===== src/rtl/sccb_responder.sv =====
// ---------------------------------------------------------------------------
// sccb_responder
//
// Write-only SCCB (camera control bus) responder. It watches SIOC/SIOD,
// recognises START/STOP, and accepts 3-phase writes of the form
// ID, sub-address, data. It reports each completed write with a one-cycle
// strobe and keeps a saturating count of completed writes.
//
// The SIOC/SIOD inputs pass through SYNC_STAGES flops and one edge-detect
// register. An edge therefore takes effect SYNC_STAGES+1 clk after the
// line changes.
//
// Optional feature (macro SCCB_RESP_ACK_EN):
//   defined   - the responder pulls SIOD low through the 9th bit of every
//               accepted byte (ID match, ADDR, DATA).
//   undefined - siod_oe is tied low and the 9th bit is only counted.
//
// Parameters
//   DEVICE_ID   8-bit write ID this responder answers to (bit 0 = 0)
//   SYNC_STAGES synchronizer depth on sioc/siod, legal range 2..3
//
// Ports
//   clk       in   system clock, all logic on its rising edge
//   rst       in   synchronous active-high reset
//   sioc      in   SIOC line level (1 = released/high)
//   siod      in   SIOD line level (1 = released/high)
//   siod_oe   out  pulls SIOD low when 1 (open-drain)
//   wr_valid  out  one-cycle strobe for a completed 3-phase write
//   wr_addr   out  register sub-address of the last write (held)
//   wr_data   out  register data of the last write (held)
//   busy      out  1 from START until STOP or reset
//   id_err    out  one-cycle pulse when the ID byte is not DEVICE_ID
//   wr_count  out  completed writes, saturating at 16'hFFFF
// ---------------------------------------------------------------------------
module sccb_responder #(
    parameter logic [7:0] DEVICE_ID   = 8'h42,
    parameter int         SYNC_STAGES = 2
) (
    input  logic        clk,
    input  logic        rst,
    input  logic        sioc,
    input  logic        siod,
    output logic        siod_oe,
    output logic        wr_valid,
    output logic [7:0]  wr_addr,
    output logic [7:0]  wr_data,
    output logic        busy,
    output logic        id_err,
    output logic [15:0] wr_count
);

    typedef enum logic [2:0] {
        IDLE,
        ID,
        ID_ACK,
        ADDR,
        ADDR_ACK,
        DATA,
        DATA_ACK,
        WAIT_STOP
    } state_t;

    logic [SYNC_STAGES-1:0] sioc_sync;
    logic [SYNC_STAGES-1:0] siod_sync;
    logic                   sioc_prev;
    logic                   siod_prev;
    logic                   sioc_s;
    logic                   siod_s;
    logic                   sioc_rise;
    logic                   sioc_fall;
    logic                   start_det;
    logic                   stop_det;

    state_t      state_q, state_n;
    logic [3:0]  bit_cnt_q, bit_cnt_n;
    logic [7:0]  shift_q, shift_n;
    logic [7:0]  addr_q, addr_n;
    logic [7:0]  byte_in;
    logic        wr_valid_n;
    logic        id_err_n;
    logic [7:0]  wr_addr_n;
    logic [7:0]  wr_data_n;
    logic [15:0] wr_count_n;

`ifdef SCCB_RESP_ACK_EN
    logic ack_q, ack_n;
`endif

    // Synchronizers reset to the idle bus level (both lines high).
    // Otherwise the first cycles after reset could look like a START.
    always_ff @(posedge clk) begin
        if (rst) begin
            sioc_sync <= '1;
            siod_sync <= '1;
            sioc_prev <= 1'b1;
            siod_prev <= 1'b1;
        end else begin
            sioc_sync <= {sioc_sync[SYNC_STAGES-2:0], sioc};
            siod_sync <= {siod_sync[SYNC_STAGES-2:0], siod};
            sioc_prev <= sioc_s;
            siod_prev <= siod_s;
        end
    end

    assign sioc_s    = sioc_sync[SYNC_STAGES-1];
    assign siod_s    = siod_sync[SYNC_STAGES-1];
    assign sioc_rise = sioc_s & ~sioc_prev;
    assign sioc_fall = ~sioc_s & sioc_prev;
    // SIOD may only change while SIOC is low. A SIOD edge while SIOC is
    // high is therefore a bus condition, not data.
    assign start_det = ~siod_s & siod_prev & sioc_s;
    assign stop_det  = siod_s & ~siod_prev & sioc_s;

    // The byte as it will look once the current bit is shifted in.
    assign byte_in = {shift_q[6:0], siod_s};

    // State and output registers.
    always_ff @(posedge clk) begin
        if (rst) begin
            state_q   <= IDLE;
            bit_cnt_q <= 4'd0;
            shift_q   <= 8'h00;
            addr_q    <= 8'h00;
            wr_valid  <= 1'b0;
            id_err    <= 1'b0;
            wr_addr   <= 8'h00;
            wr_data   <= 8'h00;
            wr_count  <= 16'h0000;
        end else begin
            state_q   <= state_n;
            bit_cnt_q <= bit_cnt_n;
            shift_q   <= shift_n;
            addr_q    <= addr_n;
            wr_valid  <= wr_valid_n;
            id_err    <= id_err_n;
            wr_addr   <= wr_addr_n;
            wr_data   <= wr_data_n;
            wr_count  <= wr_count_n;
        end
    end

    // Next-state logic. STOP and START take priority over byte handling in
    // every state. A START outside IDLE is a repeated start, and any
    // partial transaction is dropped.
    //
    // In the _ACK states the bit counter holds 8 until the 9th SIOC rise,
    // then 0. The SIOC fall that ends the 8th bit (count 8) is therefore
    // distinguished from the fall that ends the 9th bit (count 0). Only
    // the second one advances the state.
    always_comb begin
        state_n    = state_q;
        bit_cnt_n  = bit_cnt_q;
        shift_n    = shift_q;
        addr_n     = addr_q;
        wr_valid_n = 1'b0;
        id_err_n   = 1'b0;
        wr_addr_n  = wr_addr;
        wr_data_n  = wr_data;
        wr_count_n = wr_count;
`ifdef SCCB_RESP_ACK_EN
        ack_n      = ack_q;
`endif

        if (stop_det) begin
            state_n   = IDLE;
            bit_cnt_n = 4'd0;
`ifdef SCCB_RESP_ACK_EN
            ack_n     = 1'b0;
`endif
        end else if (start_det) begin
            state_n   = ID;
            bit_cnt_n = 4'd0;
`ifdef SCCB_RESP_ACK_EN
            ack_n     = 1'b0;
`endif
        end else begin
            case (state_q)
                ID, ADDR, DATA: begin
                    if (sioc_rise) begin
                        shift_n = byte_in;
                        if (bit_cnt_q == 4'd7) begin
                            bit_cnt_n = 4'd8;
                            case (state_q)
                                ID: begin
                                    if (byte_in != DEVICE_ID) begin
                                        id_err_n  = 1'b1;
                                        bit_cnt_n = 4'd0;
                                        state_n   = WAIT_STOP;
                                    end else begin
                                        state_n = ID_ACK;
                                    end
                                end
                                ADDR: begin
                                    addr_n  = byte_in;
                                    state_n = ADDR_ACK;
                                end
                                default: begin
                                    wr_valid_n = 1'b1;
                                    wr_addr_n  = addr_q;
                                    wr_data_n  = byte_in;
                                    if (wr_count != 16'hFFFF) begin
                                        wr_count_n = wr_count + 16'd1;
                                    end
                                    state_n = DATA_ACK;
                                end
                            endcase
                        end else begin
                            bit_cnt_n = bit_cnt_q + 4'd1;
                        end
                    end
                end
                ID_ACK, ADDR_ACK, DATA_ACK: begin
                    if (sioc_rise && bit_cnt_q == 4'd8) begin
                        bit_cnt_n = 4'd0;
                    end else if (sioc_fall && bit_cnt_q == 4'd0) begin
                        case (state_q)
                            ID_ACK:   state_n = ADDR;
                            ADDR_ACK: state_n = DATA;
                            default:  state_n = WAIT_STOP;
                        endcase
                    end
`ifdef SCCB_RESP_ACK_EN
                    // Pull SIOD low from the fall that ends the 8th bit
                    // until the fall that ends the 9th bit.
                    if (sioc_fall) begin
                        ack_n = (bit_cnt_q == 4'd8);
                    end
`endif
                end
                default: begin
                    // IDLE and WAIT_STOP only react to START/STOP above.
                end
            endcase
        end
    end

`ifdef SCCB_RESP_ACK_EN
    // Acknowledge driver register.
    always_ff @(posedge clk) begin
        if (rst) begin
            ack_q <= 1'b0;
        end else begin
            ack_q <= ack_n;
        end
    end

    assign siod_oe = ack_q;
`else
    assign siod_oe = 1'b0;
`endif

    assign busy = (state_q != IDLE);

endmodule

===== config.mk =====
export PLATFORM = sky130hd
export DESIGN_NAME = sccb_responder
export DESIGN_NICKNAME = d
export VERILOG_FILES = /design/src/rtl/sccb_responder.sv
export SDC_FILE = /design/constraint.sdc
export NUM_CORES = 1
export LEC_CHECK = 0
export BUFFER_PORTS_ARGS = -buffer_cell sky130_fd_sc_hd__buf_2
export CAP_MARGIN = 0
export CORE_ASPECT_RATIO = 1.5
export CORE_MARGIN = 5
export CORE_UTILIZATION = 50
export DETAILED_ROUTE_END_ITERATION = 16
export PLACE_DENSITY = 0.76
export SKIP_LAST_GASP = 1
export SLEW_MARGIN = 5
export SYNTH_ARGS = -nofsm -noshare
export SYNTH_HDL_FRONTEND = slang
export SYNTH_SLANG_ARGS = --single-unit

===== constraint.sdc =====
create_clock -name clk -period 2.2 [get_ports clk]
set_clock_uncertainty 0.1 [all_clocks]
set_input_delay 0.55 -clock clk [delete_from_list [all_inputs] [get_ports clk]]
set_output_delay 0.55 -clock clk [all_outputs]
set_load 0.005 [all_outputs]

== Word level (Yosys, flattened, before mapping) ==
Cells that the tools add are included.

* Bitwise operators: 17
* Multiplexer cells: 17
* Reductions and logical operators: 20
* Add/sub/neg operators: 2
* Eq/ne operators: 19

{| class="wikitable"
|+ Operators with widths
! kind !! number
|-
| $mux 4 || 5
|-
| $pmux 3 s2 || 3
|-
| $add 16x1->16 const B || 1
|-
| $ne 16x16->1 const B || 1
|-
| $mux 3 || 5
|-
| $ne 3x3->1 const B || 4
|-
| $reduce_and 6->1 || 2
|-
| $not 1->1 || 11
|-
| $ne 2x2->1 const B || 5
|-
| $reduce_and 5->1 || 2
|-
| $eq 3x3->1 const B || 3
|-
| $reduce_or 3->1 || 3
|-
| $ne 8x7->1 const B || 1
|-
| $pmux 4 s2 || 1
|-
| $reduce_and 7->1 || 1
|-
| $reduce_or 7->1 || 1
|-
| $and 1x1->1 || 6
|-
| $eq 3x2->1 const B || 2
|-
| $reduce_bool 3->1 || 2
|-
| $reduce_or 6->1 || 1
|-
| $add 4x1->4 const B || 1
|-
| $eq 4x3->1 const B || 1
|-
| $eq 4x4->1 const B || 1
|-
| $logic_not 4->1 || 1
|-
| other kinds (7) || 11
|}

* Input bits: 4
* Register bits after elaboration: 62
* Output and inout bits: 36

== Depth between registers and ports, before layout ==
Gate-level depths: netlist of the first run.

* Depth in word-level cells: 7
* Depth in mapped cells: 7
* Depth with buffers taken out: 6

== Worst setup path before layout of the first run ==
Ideal clock, no wire load.

* Path type: flip-flop to flip-flop
* Start: register bit_cnt_q[0]
* End: register wr_count[5]
* Setup time: 0.121 ns
* Path slack: -0.041 ns
* Data required time: 1.979 ns
* Cell stages (with the launch flop): 7
* Buffers on the path: 1
* Data arrival time: 2.020 ns
* Cells stage by stage: dfxtp_1 ha_1 nand3b_4 or4_1 clkbuf_1 nor4b_1 mux2_2

* Word-level cells in the longest chain between the ends: 2

{| class="wikitable"
|+ RTL lines
! element !! RTL line !! source
|-
| from (decl) || 75 || <nowiki>logic [3:0] bit_cnt_q, bit_cnt_n;</nowiki>
|-
| from (signal assigned) || 131 || <nowiki>bit_cnt_q <= bit_cnt_n;</nowiki>
|-
| $eq 4x3->1 || 181 || <nowiki>if (bit_cnt_q == 4'd7) begin</nowiki>
|-
| $reduce_and 7->1 (no source line) || -- ||
|-
| to (signal assigned) || 138 || <nowiki>wr_count <= wr_count_n;</nowiki>
|-
| to (decl) || 49 || <nowiki>output logic [15:0] wr_count</nowiki>
|}

No other way between the ends.
A chain may end at the register's enable or synchronous reset.

== Worst setup path after layout of the first run ==
* Start: register bit_cnt_q[0]
* End: register wr_count[11]

The elaborated chain is that of the path after synthesis.

==> results of run 1 <==
area by class of cell:
class | instances | area [um2] | share of cell area, %
multi-input cells | 234 | 1484 | 43.05
repair buffers | 65 | 434.2 | 12.60
clock inverters | 6 | 38.79 | 1.125
well taps | 70 | 87.58 | 2.541
clock buffers | 10 | 127.6 | 3.702
flip-flops and latches | 62 | 1245 | 36.12
inverters | 8 | 30.03 | 0.8711
state kept, by name, indices dropped and copies added (netlist names), 2 cells and up:
register   count
addr_q         8
bit_cnt_q      4
siod_sync      2
wr_count      16
wr_data        8
state_q        3
wr_addr        8
shift_q        7
sioc_sync      2
report_power, final:
group	internal, mW	switching, mW
combinational	0.0271	0.0421
sequential	1.13	0.00286
clock	0.403	0.422
layout by cell type (no fill, tap or decap), types with 4 or more instances in the layout:
cell type and count:
nor3_1 4, mux2_2 9, nor4_1 7, nor2_1 21, inv_1 8, o21ai_0 15
dfxtp_1 59, or2_2 6, buf_2 38, nor2b_1 10, nand3_1 14, clkbuf_8 9
buf_4 23, nand2_1 39, a21oi_1 35, nand4_1 8, mux2i_1 7
worst max path at each step:
stage / to / depth (start not counted) / startpoint
2_1_floorplan: wr_count[11]$_SDFFE_PP0P_ / 6 / bit_cnt_q[1]$_SDFFE_PP0P_
3_3_place_gp: wr_count[11]$_SDFFE_PP0P_ / 6 / bit_cnt_q[1]$_SDFFE_PP0P_
3_5_place_dp: wr_count[11]$_SDFFE_PP0P_ / 6 / bit_cnt_q[1]$_SDFFE_PP0P_
4_1_cts: wr_count[11]$_SDFFE_PP0P_ / 5 / bit_cnt_q[2]$_SDFFE_PP0P_
5_1_grt: wr_count[4]$_SDFFE_PP0P_ / 5 / bit_cnt_q[0]$_SDFFE_PP0P_
6_report: wr_count[11]$_SDFFE_PP0P_ / 6 / bit_cnt_q[0]$_SDFFE_PP0P_
per-stage QoR:
stage / area, um2 / power [mW] / instances / hold WS [ns] / util [%]
final: 3447 / 2.026 / 455 / 0.3003 / 63.25
after global routing: 3447 / 2.106 / 455 / 0.3003 / 63.25
after CTS: 3423 / 2.051 / 455 / 0.2866 / 62.81
after detailed placement: 3256 / 1.225 / 439 / 0.2967 / 59.73
after global placement: 3256 / 1.224 / 439 / 0.2934 / 59.73
after floorplan: 2820 / 1.200 / 323 / 0.2895 / -
metal layers:
layer  vias up  global-route usage, %  part of all wire [%]
met5         -                      0                     0
met4         0                  8.973                   1.9
met3         9                  3.178                   4.0
met2        64                  32.88                    52
met1      1197                  20.66                    42
li1       1281                      -                     -
timing repair:
item / CTS / global route
pin swaps: 0 / 0
buffers inserted: 0 / 0
gates resized for setup: 1 / 5
setup endpoints to repair: 1 / 6
cells by family (layout without fill, tap and decap cells):
logic type / Yosys count / in the layout / synth area share [%]
AOI/OAI and AO/OA: 75 / 75 / 16.59
buffers and inverters: 27 / 89 / 4.126
other: 1 / 1 / 0.1344
muxes: 16 / 16 / 6.144
xor gates and xnor gates: 1 / 1 / 0.3140
DFF: 62 / 62 / 44.48
adders and majority gates: 3 / 3 / 1.345
and+or+nand+nor: 138 / 138 / 26.86
==> flow_summary.ini, run 1 <==
[power]
p_per_area_nw_per_um2 = 587.6
leakage_nw = 1.357
ir_worst_vdd_v = 0.0005213

[cts]
clk_pin_slew_worst_paths_ns = 0.07
cts_htree_levels = 3
clk_latency_ns = 0.33
cts_hold_buf = 0
clockBufferDepth = 2
cts-root-buf = clkbuf_8
cts_tree = built
cts_inserted_buffers = 9
clock_sinks = 62

[synthesis]
synth_top_area_share_pct = 44.48
syn_area_per_cell_um2 = 8.638
netlist_instances = 323
synth_most_common_cell = dfxtp_1
yosysWarnings = 0
syn_nets = 330
synthFlopType = dfxtp_1
synth_edf_count = 0
synth_top_cell_by_area = dfxtp_1
yosysSeqAreaShare_pct = 44.48
ys_seq_elements = 62
synth_commonest_cells = dfxtp_1, nand2_1, a21oi_1
async_flop_share_pct = 0
synth_cell_types = 51
synth_area_leaders = dfxtp_1, a21oi_1, nand2_1
syn_area_um2 = 2790

[layout]
n_antenna_cell = 0
fillers = 488
area_growth_pct = 23.54
nNetsFinal = 387
drive_above_1_share_pct = 28.57

[min_path]
hold_class = in2reg
min_to = siod_sync[0]$_SDFF_PP1_
whs_path_depth = 2
hold_start = siod

[floorplanning]
die_area_um2 = 7205
start_util_pct = 51.19
dieWidth_um = 71.00
die_h_um = 101.5
io_pins = 40
core_um2 = 5450
rows = 33

[timing]
layout_setup_ws_ns = 0.08072
timing.final.crit_share_pct = 96.33
final.min_clock_period_ns = 2.119
grt_setup_unrepaired = false
maxSlewViolCount = 0
hold_violations = 0
slew_headroom_pct = 61.50
worst_pin_slew_ns = 0.5694
max_freq_ghz = 0.4719
setup_violations = 0
fin_tns_setup_ns = 0

[critical_path]
timing.rr.end = wr_count[11]$_SDFFE_PP0P_
r2r-start = bit_cnt_q[0]$_SDFFE_PP0P_
slowest_delay_ns = 0.54
worstSetupEndpointType = flip-flop
worst_ep_arrival_time_ns = 2.24
critPathSlowestCell = or4_4
crit_required_ns = 2.32
reg2reg_slack_ns = 0.08
path_delay_family = simple AND/OR/NAND/NOR gates
reg2reg_depth = 6
cp_cell_sequence = ha_4 > nand3b_4 > or4_4 > buf_6 > nor4_4 > mux2_2
crit_path_max_fanout = 8
start_kind = flip-flop
critical_path_buf_inv_count = 1
worstSetupPathType = reg2reg

[run]
maxCapViolCount = 0

[grt]
grt_pass1_wl_um = 10590
grt_usage_pct = 18.28
grt_pass1_vias = 2436
antenna_found_initial = 0
overflow = 0
grt_max_degree = 35

[routing]
drt_iter0_markers = 102
viasPerCell = 5.607
vias = 2551
postRouteAntennaNets = 0
finalWirelength_um = 6323
drc = 0
first_pass_iters = 4
post_drt_wl_per_cell_um = 13.90

[placement]
pre_cts_slack_ns = 0.01812
dp.final_hpwl_um = 4659
globalplace.congestion = 0.8792
port_buffers = 38

[status]
status = complete, no violations
Note: power is estimated with default switching activity, not from simulation.
==> run 2: changes to the inputs <==
--- a/config.mk
+++ b/config.mk
@@ -5,13 +5,13 @@
 export SDC_FILE = /design/constraint.sdc
 export NUM_CORES = 1
 export LEC_CHECK = 0
-export BUFFER_PORTS_ARGS = -buffer_cell sky130_fd_sc_hd__buf_2
 export CAP_MARGIN = 0
 export CORE_ASPECT_RATIO = 1.5
 export CORE_MARGIN = 5
 export CORE_UTILIZATION = 50
 export DETAILED_ROUTE_END_ITERATION = 16
-export PLACE_DENSITY = 0.76
+export DONT_BUFFER_PORTS = 1
+export PLACE_DENSITY = 0.7
 export SKIP_LAST_GASP = 1
 export SLEW_MARGIN = 5
 export SYNTH_ARGS = -nofsm -noshare
==> run 2 against run 1 <==
Net effect: register-to-register slack worse by 0.04 ns; hold slack got worse by 0.13 ns; critical path depth is the same; via count decreased by 5.2%; flip-flop and latch count unchanged; global-route usage is 0.092 points higher; setup slack got worse by 0.039 ns; power is 14% higher; combinational power fell by 42%; sequential share of layout area up 2.0 points; fmax fell by 1.8%; final cell count down 8.4%.
==> flow_summary.ini, run 2 (same netlist as run 1, synthesis figures left out) <==
[status]
status = complete, no violations

[critical_path]
start_kind = flip-flop
critPathSlowestCell = or4_1
cp_cell_sequence = ha_4 > nand3b_4 > or4_1 > buf_6 > nor4_2 > mux2_2
worst_ep_arrival_time_ns = 2.29
slowest_delay_ns = 0.57
worstSetupEndpointType = flip-flop
critical_path_buf_inv_count = 1
crit_required_ns = 2.34
path_delay_family = simple AND/OR/NAND/NOR gates
crit_path_max_fanout = 8
worstSetupPathType = reg2reg

[timing]
setup_violations = 0
hold_violations = 0
grt_setup_unrepaired = false
maxSlewViolCount = 0
worst_pin_slew_ns = 0.6439
max_freq_ghz = 0.4634
timing.final.crit_share_pct = 98.09
fin_tns_setup_ns = 0
slew_headroom_pct = 56.98
final.min_clock_period_ns = 2.158

[layout]
final_common_cell = dfxtp_1
n_antenna_cell = 0
drive_above_1_share_pct = 20.46
layout_common_cells = dfxtp_1, nand2_1, a21oi_1
top_register = wr_count
nNetsFinal = 349
final_core_util_pct = 59.92
post-route-cell-area_um2 = 3266
largest_register_ffs = 16
area_growth_pct = 17.04

[grt]
grt_pass1_vias = 2293
overflow = 0
grt_usage_pct = 18.37
grt_pass1_wl_um = 10460
grt_max_degree = 67
antenna_found_initial = 0

[power]
ir_worst_vdd_v = 0.0004296
p_per_area_nw_per_um2 = 705.4
leakage_nw = 1.165

[routing]
drc = 0
first_pass_iters = 4
vias = 2418
finalWirelength_um = 6400
drt_iter0_markers = 101
viasPerCell = 5.799
post_drt_wl_per_cell_um = 15.35
postRouteAntennaNets = 0

[cts]
clock_sinks = 62
cts-root-buf = clkbuf_8
clk_latency_ns = 0.34
cts_inserted_buffers = 9
cts_tree = built
cts_setup_buffers = 0
clk_pin_slew_worst_paths_ns = 0.07
clockBufferDepth = 2
cts_htree_levels = 3

[floorplanning]
start_util_pct = 51.19
die_area_um2 = 7205
io_pins = 40
dieWidth_um = 71.00
die_h_um = 101.5
rows = 33
core_um2 = 5450

[placement]
globalplace.congestion = 0.8522
dp.final_hpwl_um = 4547
placed_area_um2 = 3028
port_buffers = 0

[run]
maxCapViolCount = 0

[min_path]
hold_class = in2reg
## run 2: worst reg2reg max path: cells and delay by family, from the launching register on
family / cells / cell delay, ns
simple gates: 3 / 0.93
mux: 1 / 0.36
flops: 1 / 0.35
buf+inv: 1 / 0.17
fa+ha+maj: 1 / 0.15
## run 2: power breakdown
part	switching (mW)	internal [mW]	total, mW
logic	0.0227	0.0177	0.0403
registers	0.00280	1.13	1.13
clock network	0.481	0.653	1.13
total	0.506	1.80	2.30
## run 2: path summary, 6_finish.rpt
| path | startpoint | end | slack (ns) | depth (start not counted) |
|---|---|---|---|---|
| worst min register to register | sioc_sync[0]$_SDFF_PP1_ | sioc_sync[1]$_SDFF_PP1_ | 0.32 | 1 |
| worst max-delay path | bit_cnt_q[0]$_SDFFE_PP0P_ | wr_count[11]$_SDFFE_PP0P_ | 0.04 | 6 |
| worst min-delay path | rst | wr_count[14]$_SDFFE_PP0P_ | 0.17 | 1 |
| worst max register to register | bit_cnt_q[0]$_SDFFE_PP0P_ | wr_count[11]$_SDFFE_PP0P_ | 0.04 | 6 |
## run 2: through the flow
stage | std cells | setup WS [ns] | hold slack [ns] | total power [mW]
after floorplan | 323 | 0.03133 | 0.2895 | 1.200
after global placement | 401 | 0.08887 | 0.2921 | 1.196
after detailed placement | 401 | 0.04137 | 0.2994 | 1.197
after CTS | 417 | 0.005399 | 0.1551 | 2.333
after global routing | 417 | 0.004336 | 0.1513 | 2.389
final | 417 | 0.04200 | 0.1701 | 2.304
## run 2: area by class of cell
class	instances	area (um2)
clock buffer	9	123.9
clock inverter	7	102.6
fill	503	2185
inverter	8	30.03
multi-input combinational	234	1471
sequential	62	1244
tap	70	87.58
timing repair buffer	27	206.4
## run 2: what timing repair did
action / 4_1_cts / 5_1_grt
resized for setup: 0 / 3
hold buffers: 0 / 0
endpoints found under the setup margin: 0 / 5
## run 2: metal layers
layer	part of all wire, %	vias up	track usage [%]
li1	-	1199	-
met1	39	1145	19.63
met2	53	63	32.45
met3	5.7	11	6.455
met4	1.9	0	8.104
met5	0	-	0
==> run 3: changes to the inputs <==
--- a/config.mk
+++ b/config.mk
@@ -6,12 +6,14 @@
 export NUM_CORES = 1
 export LEC_CHECK = 0
 export CAP_MARGIN = 0
+export CELL_PAD_IN_SITES_DETAIL_PLACEMENT = 1
+export CELL_PAD_IN_SITES_GLOBAL_PLACEMENT = 1
 export CORE_ASPECT_RATIO = 1.5
 export CORE_MARGIN = 5
-export CORE_UTILIZATION = 50
+export CORE_UTILIZATION = 42
 export DETAILED_ROUTE_END_ITERATION = 16
 export DONT_BUFFER_PORTS = 1
-export PLACE_DENSITY = 0.7
+export PLACE_DENSITY = 0.76
 export SKIP_LAST_GASP = 1
 export SLEW_MARGIN = 5
 export SYNTH_ARGS = -nofsm -noshare
==> run 3 against run 2 <==
Net effect: sequential power is essentially flat; via count grew 3.6%; count of clock-buffer cells in the layout up 1; largest cell class unchanged; clock power fell by 15%; sequential share of layout area is 0.073 points higher; die area rose by 17%; global-route usage is 0.26 points higher; power fell by 7.4%; setup slack got worse by 0.0024 ns; flip-flop and latch count stayed put; final cell count rose by 1.7%.
==> flow_summary.ini, run 3 (same netlist as run 1, synthesis figures left out) <==
[status]
status = complete, no violations

[power]
p_clk_share_pct = 45.0
seqPwrFrac_pct = 53.0
ir_worst_vdd_v = 0.0004030
combPwrFrac_pct = 2.0
power_mw = 2.133
p_sw_uw = 466.6
leakage_nw = 1.161
power.internal_mw = 1.666
swShare_pct = 21.88
p_per_area_nw_per_um2 = 654.3

[routing]
post_drt_wl_per_cell_um = 17.48
postRouteAntennaNets = 0
drt_iter0_markers = 96
finalWirelength_um = 7413
drc = 0
viasPerCell = 5.910
vias = 2506
first_pass_iters = 4

[critical_path]
reg2reg_depth = 6
worstSetupPathType = reg2reg
crit_required_ns = 2.33
crit_path_max_fanout = 8
crit_start = bit_cnt_q[0]$_SDFFE_PP0P_
start_kind = flip-flop
worstSetupEndpointType = flip-flop
r2r-start = bit_cnt_q[0]$_SDFFE_PP0P_
timing.rr.end = wr_count[11]$_SDFFE_PP0P_
cp-endpoint = wr_count[11]$_SDFFE_PP0P_
reg2reg_slack_ns = 0.04
worst_ep_arrival_time_ns = 2.29

[grt]
grt_max_degree = 67
antenna_found_initial = 0
overflow = 0
grt_pass1_vias = 2621
grt_usage_pct = 18.63
grt_pass1_wl_um = 12540

[timing]
hold_slack_ns = 0.1846
grt_setup_unrepaired = true
setup_violations = 0
layout_setup_ws_ns = 0.03957
fin_tns_setup_ns = 0
timing.final.crit_share_pct = 98.20
slew_headroom_pct = 64.69
maxSlewViolCount = 0
final.min_clock_period_ns = 2.160
max_freq_ghz = 0.4629
hold_violations = 0
worst_pin_slew_ns = 0.5223

[placement]
dp.final_hpwl_um = 5371
pre_cts_slack_ns = -0.01159
port_buffers = 0
dp_cells = 408
globalplace.congestion = 0.9115
placed_area_um2 = 3055

[layout]
post-route-cell-area_um2 = 3259
layout_common_cells = dfxtp_1, nand2_1, a21oi_1
nNetsFinal = 350
final_cells = 424
largest_register_ffs = 16
final_common_cell = dfxtp_1
area_growth_pct = 16.82
top_register = wr_count
final_core_util_pct = 50.25
n_antenna_cell = 0
drive_above_1_share_pct = 20.69

[cts]
cts_htree_levels = 3
cts_inserted_buffers = 9
cts_tree = built
cts_setup_buffers = 0
clockBufferDepth = 2
clk_latency_ns = 0.34
cts-root-buf = clkbuf_8
clk_pin_slew_worst_paths_ns = 0.07
clock_sinks = 62

[floorplanning]
die_h_um = 109.8
io_pins = 40
die_area_um2 = 8407
core_um2 = 6486
start_util_pct = 43.02
rows = 36
dieWidth_um = 76.55

[min_path]
hold_class = in2reg

[run]
maxCapViolCount = 0
## run 3: cell count changes in the layout (fill, tap and decap cells not counted), sizes merged
cell	before	now
buf	27	28
bufinv	2	1
clkbuf	9	10
clkinv	0	5
clkinvlp	1	0
inv	12	8
## run 3: cell type report
| type | count | area [um2] |
|---|---|---|
| Inverter | 8 | 30.03 |
| Clock inverter | 6 | 62.56 |
| Multi-Input combinational cell | 234 | 1478 |
| Tap cell | 76 | 95.09 |
| Fill cell | 796 | 3227 |
| Timing Repair Buffer | 28 | 222.7 |
| Sequential cell | 62 | 1244 |
| Clock buffer | 10 | 127.6 |
## run 3: metal layers
metal	GRT usage, %	share of wire (%)	vias to the layer above
met1	18.60	38	1240
met4	7.500	1.9	0
met2	34.93	54	48
met5	0	0	-
met3	6.639	5.5	14
li1	-	-	1204
## run 3: repair_timing
| item | CTS | global route |
|---|---|---|
| hold buffers | 0 | 0 |
| gates resized for setup | 3 | 0 |
| hold endpoints to repair | 0 | 0 |
| setup endpoints to repair | 3 | 3 |
## run 3: how the worst min path moves through the flow
| stage | start | end | slack [ns] | depth (start not counted) |
|---|---|---|---|---|
| floorplan | sioc_sync[0]$_SDFF_PP1_ | sioc_sync[1]$_SDFF_PP1_ | 0.29 | 1 |
| global placement | sioc_sync[0]$_SDFF_PP1_ | sioc_sync[1]$_SDFF_PP1_ | 0.29 | 1 |
| detailed placement | siod_sync[0]$_SDFF_PP1_ | siod_sync[1]$_SDFF_PP1_ | 0.29 | 1 |
| CTS | rst | wr_addr[1]$_SDFFE_PP0P_ | 0.16 | 1 |
| global route | rst | wr_data[5]$_SDFFE_PP0P_ | 0.15 | 1 |
| finish | rst | addr_q[4]$_SDFFE_PP0P_ | 0.18 | 1 |
## run 3: power by group through the flow
stage | combinational, mW | sequential [mW] | clock [mW]
final | 0.0425 | 1.13 | 0.960
after detailed placement | 0.0424 | 1.16 | 0
after CTS | 0.0428 | 1.13 | 0.991
after global placement | 0.0409 | 1.16 | 0
after floorplan | 0.0441 | 1.16 | 0
after global routing | 0.0475 | 1.13 | 1.05
## run 3: critical path: stages (launching register included)
cell	delay, ns
dfxtp_2	0.35
ha_4	0.15
nand3b_4	0.09
or4_1	0.54
buf_4	0.19
nor4_2	0.28
mux2_2	0.36
